## config.mk

```make
export PLATFORM = sky130hd
export DESIGN_NAME = transport_byte_tx
export DESIGN_NICKNAME = d
export VERILOG_FILES = /design/src/rtl/usb4_tx_pkg.sv /design/src/rtl/tx_byte_fifo.sv /design/src/rtl/transport_byte_tx.sv
export SDC_FILE = /design/constraint.sdc
export NUM_CORES = 1
export LEC_CHECK = 0
export ABC_AREA = 1
export BUFFER_PORTS_ARGS = -buffer_cell sky130_fd_sc_hd__buf_2
export CORE_MARGIN = 1
export CORE_UTILIZATION = 55
export CTS_CLUSTER_SIZE = 10
export DETAILED_ROUTE_END_ITERATION = 6
export PLACE_DENSITY = 0.75
export SKIP_LAST_GASP = 1
export SLEW_MARGIN = 20
export SYNTH_ARGS = -nofsm -noshare
export SYNTH_HDL_FRONTEND = slang
export SYNTH_SLANG_ARGS = --single-unit
export TNS_END_PERCENT = 10
```

## constraint.sdc

```tcl
create_clock -name clk -period 2.06 [get_ports clk]
set_input_delay 0.206 -clock clk [delete_from_list [all_inputs] [get_ports clk]]
set_output_delay 0.206 -clock clk [all_outputs]
set_load 0.05 [all_outputs]
```

## src/rtl/usb4_tx_pkg.sv

```systemverilog
// Shared definitions for the USB4 transmit-side transport byte path.
package usb4_tx_pkg;

  localparam int TX_SLOT_CYCLES_DEFAULT = 4;
  localparam int TX_FIFO_DEPTH_DEFAULT  = 16;

  typedef enum logic {
    TX_IDLE   = 1'b0,
    TX_ACTIVE = 1'b1
  } tx_state_e;

endpackage

```

## src/rtl/tx_byte_fifo.sv

```systemverilog
// Synchronous byte FIFO with explicit occupancy count; pushes are refused
// whenever it is full at the edge, even if a pop happens on that same edge.
module tx_byte_fifo #(
  parameter int DEPTH = 16,
  parameter int WIDTH = 8
) (
  input  logic                       clk,
  input  logic                       reset,
  input  logic                       push,
  input  logic [WIDTH-1:0]           din,
  input  logic                       pop,
  output logic [WIDTH-1:0]           head,
  output logic [$clog2(DEPTH+1)-1:0] count,
  output logic                       full,
  output logic                       empty
);

  localparam int AW = $clog2(DEPTH);
  localparam int CW = $clog2(DEPTH + 1);
  localparam logic [CW-1:0] FULL_CNT = CW'(DEPTH);

  logic [WIDTH-1:0] mem [DEPTH];
  logic [AW-1:0]    wr_ptr;
  logic [AW-1:0]    rd_ptr;
  logic             push_ok;
  logic             pop_ok;

  assign full    = (count == FULL_CNT);
  assign empty   = (count == '0);
  assign push_ok = push && !full;
  assign pop_ok  = pop && !empty;
  assign head    = mem[rd_ptr];

  always_ff @(posedge clk) begin
    if (push_ok) begin
      mem[wr_ptr] <= din;
    end
  end

  always_ff @(posedge clk) begin
    if (reset) begin
      wr_ptr <= '0;
      rd_ptr <= '0;
      count  <= '0;
    end else begin
      if (push_ok) wr_ptr <= wr_ptr + 1'b1;
      if (pop_ok)  rd_ptr <= rd_ptr + 1'b1;
      case ({push_ok, pop_ok})
        2'b10:   count <= count + 1'b1;
        2'b01:   count <= count - 1'b1;
        default: count <= count;
      endcase
    end
  end

endmodule

```

## src/rtl/transport_byte_tx.sv

```systemverilog
// Byte pacer toward the USB4 logical layer: buffers producer bytes and, while
// the link is in CL0, launches one byte every SLOT_CYCLES clocks.
//
// state     | meaning
// TX_IDLE   | link not in CL0; outputs held at 0, FIFO still accepts pushes
// TX_ACTIVE | link in CL0; slot counter running, one launch per slot
module transport_byte_tx
  import usb4_tx_pkg::*;
#(
  parameter int DEPTH       = TX_FIFO_DEPTH_DEFAULT,
  parameter int SLOT_CYCLES = TX_SLOT_CYCLES_DEFAULT
) (
  input  logic                       clk,
  input  logic                       reset,
  input  logic [7:0]                 s_data,
  input  logic                       s_valid,
  output logic                       s_ready,
  input  logic                       cl0_s,
  output logic [7:0]                 transport_layer_data_in,
  output logic                       transport_data_flag,
  output logic [$clog2(DEPTH+1)-1:0] fifo_count,
  output logic                       underrun
);

  localparam int SW = $clog2(SLOT_CYCLES);
  localparam logic [SW-1:0] SLOT_LAST = SW'(SLOT_CYCLES - 1);

  tx_state_e state;
  tx_state_e state_nxt;

  logic [SW-1:0] slot_cnt;
  logic          launch;
  logic          fifo_pop;
  logic          fifo_full;
  logic          fifo_empty;
  logic [7:0]    fifo_head;

  tx_byte_fifo #(
    .DEPTH (DEPTH),
    .WIDTH (8)
  ) u_fifo (
    .clk   (clk),
    .reset (reset),
    .push  (s_valid),
    .din   (s_data),
    .pop   (fifo_pop),
    .head  (fifo_head),
    .count (fifo_count),
    .full  (fifo_full),
    .empty (fifo_empty)
  );

  assign s_ready = !fifo_full;

  always_ff @(posedge clk) begin
    if (reset) state <= TX_IDLE;
    else       state <= state_nxt;
  end

  always_comb begin
    state_nxt = state;
    launch    = 1'b0;
    case (state)
      TX_IDLE: begin
        if (cl0_s) begin
          state_nxt = TX_ACTIVE;
          launch    = 1'b1;
        end
      end
      TX_ACTIVE: begin
        if (!cl0_s) state_nxt = TX_IDLE;
        else        launch    = (slot_cnt == SLOT_LAST);
      end
      default: state_nxt = TX_IDLE;
    endcase
  end

  assign fifo_pop = launch && !fifo_empty;

  // A launch always resets the slot phase, so entry and wrap share one path.
  always_ff @(posedge clk) begin
    if (reset) begin
      slot_cnt                <= '0;
      transport_layer_data_in <= '0;
      transport_data_flag     <= 1'b0;
      underrun                <= 1'b0;
    end else begin
      underrun <= 1'b0;
      if (state_nxt == TX_IDLE) begin
        slot_cnt                <= '0;
        transport_layer_data_in <= '0;
        transport_data_flag     <= 1'b0;
      end else if (launch) begin
        slot_cnt                <= '0;
        transport_layer_data_in <= fifo_empty ? 8'h00 : fifo_head;
        transport_data_flag     <= !fifo_empty;
        underrun                <= fifo_empty;
      end else begin
        slot_cnt <= slot_cnt + 1'b1;
      end
    end
  end

endmodule
```

==> results_dict.tcl <==
set metrics [dict create \
    wl_per_cell_um 19.07 \
    yosysWarnings 0 \
    synth_seq_cells 158 \
    drive_gt1_share_pct 17.74 \
    violations "DRC, setup timing" \
    grt_max_degree 44 \
    drt_iter0_drc 523 \
    multi_input_area_mm2 0.001902 \
    cts_hold_buffers 0 \
    grt_pass1_vias 4815 \
    r2r-start "u_fifo.count[3]" \
    power_leakage_uw 0.003141 \
    final_util_pct 67.75 \
    hold_slack_ns 0.1248 \
    dieHeight_um 111.4 \
    syn_area_mm2 0.006580 \
    syn_inst 630 \
    cts_buffers 17 \
    dp_hpwl_um 9333 \
    fin_crit_sh_pct 106.5 \
    drv_cap 0 \
    finalMaxSlewViolations 0 \
    fin_ws_ns -0.1349 \
    hold_path_class "in2reg" \
    skew_ns 0.008852 \
    gp_congestion 0.8033 \
    synth-main-ff-cell "edfxtp_1" \
    outcome "finished, violations left" \
    setup_viol 19 \
    fmax_ghz 0.4556 \
    final_net_count 708 \
    clockBufferDepth 2 \
    diodes 0 \
    synth_area_leaders "edfxtp_1 (58%), dfxtp_1 (9.1%), nand2_1 (7.5%), nor2_1 (5.2%), nand3_1 (4.4%)" \
    io_buffers 27 \
    syn_nets 652 \
    crit_family "simple AND/OR/NAND/NOR gates" \
    rows 39 \
    cp_cell_sequence "nor4_4 > nand2_2 > nand2_4 > inv_4 > ha_4 > buf_6 > xor2_4 > a21oi_2 > nand2_1 > nand2_1 > nand2_1 > o21ai_2 > inv_2" \
    syn_area_per_cell_um2 10.44 \
    num_vias 4837 \
    syn2layout_area_growth_pct 18.58 \
    overflow 0 \
    path_max_fanout 4 \
    r2r.worst_path.cells 13 \
    ios 28 \
    die_w_um 111.4 \
    rsz0062_at_grt "yes" \
    cts_num_sinks 158 \
    cp_slowest_stage_delay_ns 0.37 \
    powerDensity_mw_per_mm2 1227 \
    cpMaxStageDelayCell "dfxtp_4" \
    vdd_drop_max_mv 0.6585 \
    async_flop_share_pct 0 \
    cts_tree "yes" \
    grt_usage_pct 26.87 \
    cp.depth 13 \
    path_clk_slew_ns 0.07 \
    synth_edf_count 128 \
    regArea_mm2 0.004457 \
    end_kind "flop" \
    firstDrtPassIters 7 \
    start_util_pct 57.14 \
    post-route-min-period_ns 2.195 \
    arrival_ns 2.52 \
    holdPathStages 2 \
    grt_antenna_before_repair 0 \
    via_per_inst 5.745 \
    cp.required_ns 2.38 \
    synthDistinctLibCells 23 \
    finalHoldViolations 0 \
    yosysTopAreaCell "edfxtp_1" \
    min_from "reset" \
    wl_um 16060 \
    core_mm2 0.01152 \
    ys_seq_area_share_pct 67.54 \
    clockRootBuffer "clkbuf_16" \
    yosysMostFrequentCell "nand2_1" \
    crit_buf_inv 3 \
    cpMostUsedCell "nand2_1" \
    worstMarginPinSlew_ns 0.8938 \
    critPathLaunch "u_fifo.count[3]" \
    netlist.area_leader.share_pct 58.41 \
    drc_errors 8 \
    slew_headroom_pct 40.19 \
    htreeDepth 4 \
    synthTopCellsByCount "nand2_1 (131), edfxtp_1 (128), nor2_1 (91), inv_1 (64), nand3_1 (58)" \
    floorplan.die_area_mm2 0.01241 \
    clock_latency_ns 0.43 \
    critPathLaunchType "flop" \
    grt_first_pass_wirelength_um 24840 \
    path_class "reg2reg" \
    fillers 801 \
    drtAntennaViolNets 0 \
]
power by group:
group | leakage [uW] | internal (uW) | total, uW | switching, uW
registers | 0.00140 | 3630 | 3770 | 136
logic | 0.00145 | 947 | 2700 | 1750
clock network | 0.000286 | 1790 | 3110 | 1320
total | 0.00314 | 6370 | 9570 | 3210
through the flow:
step | TNS (ns) | instances | power, uW | cell area [um^2] | setup slack (ns)
4_1_cts | -0.4916 | 842 | 9318 | 7709 | -0.09494
3_5_place_dp | -0.3032 | 798 | 5983 | 7000 | -0.1466
6_report | -0.7349 | 842 | 9574 | 7802 | -0.1349
5_1_grt | -4.046 | 842 | 9944 | 7802 | -0.2602
3_3_place_gp | 0 | 798 | 5895 | 7000 | 0.001167
2_1_floorplan | -0.1648 | 630 | 5327 | 6630 | -0.09046
final timing paths:
path | end | slack [ns]
worst min-delay path | u_fifo.count[4] | 0.12
worst max-delay path | u_fifo.count[3] | -0.13
worst min register to register | slot_cnt[0] | 0.44
worst max register to register | u_fifo.count[3] | -0.13
cells in the final DEF (no fill, tap or decap), types with 5 or more instances in the layout:
| cell type | synthesis | routed |
|---|---|---|
| o211ai_1 | 7 | 7 |
| ha_1 | 10 | 6 |
| nand2_1 | 131 | 126 |
| buf_4 | 2 | 30 |
| o21ai_0 | 43 | 42 |
| dfxtp_1 | 30 | 24 |
| clkbuf_16 | 0 | 18 |
| o21ai_1 | 11 | 10 |
| clkinv_4 | 0 | 5 |
| nand3_1 | 58 | 55 |
| xor2_1 | 7 | 5 |
| buf_2 | 8 | 27 |
| edfxtp_1 | 128 | 128 |
| a21oi_1 | 17 | 15 |
| nor2_1 | 91 | 91 |
| inv_1 | 64 | 62 |
worst reg2reg max path, delay by kind of cell, from the launching register on:
family,cells,cell delay (ns)
AOI/OAI and AO/OA,2,0.33
xor gates and xnor gates,1,0.17
adders and majority gates,1,0.19
buffers and inverters,3,0.24
DFF,1,0.37
and+or+nand+nor,6,0.81
kinds of logic after synthesis:
kind of cell / Yosys count / synth area share (%)
adders and majority gates: 10 / 1.902
xor gates and xnor gates: 8 / 1.065
DFF: 158 / 67.54
and+or+nand+nor: 283 / 17.44
buffers and inverters: 92 / 5.742
AOI/OAI and AO/OA: 79 / 6.313
per-layer routing:
layer | GRT usage [%] | wire length, um | share of wire (%)
met4 | 14.59 | 705 | 4.4
met1 | 34.30 | 6256 | 39
met2 | 44.21 | 7828 | 49
met3 | 4.518 | 1267 | 7.9
met5 | 0 | 0 | 0
timing repair:
item                                    4_1_cts  5_1_grt
setup buffers                                12        3
gates resized for setup                       6       19
pin swaps                                     6       10
endpoints found under the setup margin        3       40
hold endpoints to repair                      0        0
final cells by class:
type | count | share of cell area [%]
Sequential cell | 158 | 57.12
Clock inverter | 13 | 1.652
Tap cell | 143 | 2.293
Clock buffer | 19 | 5.949
Timing Repair Buffer | 61 | 5.308
Inverter | 68 | 3.303
Multi-Input combinational cell | 380 | 24.37
state kept, by name, summed over array words and instances, names as in the netlist, named ones only:
register	cells
u_fifo.rd_ptr	4
u_fifo.count	5
underrun	1
u_fifo.wr_ptr	4
state	1
slot_cnt	2
transport_data_flag	1
u_fifo.mem	128
transport_layer_data_in	8
Note: power is estimated with default switching activity, not from simulation.
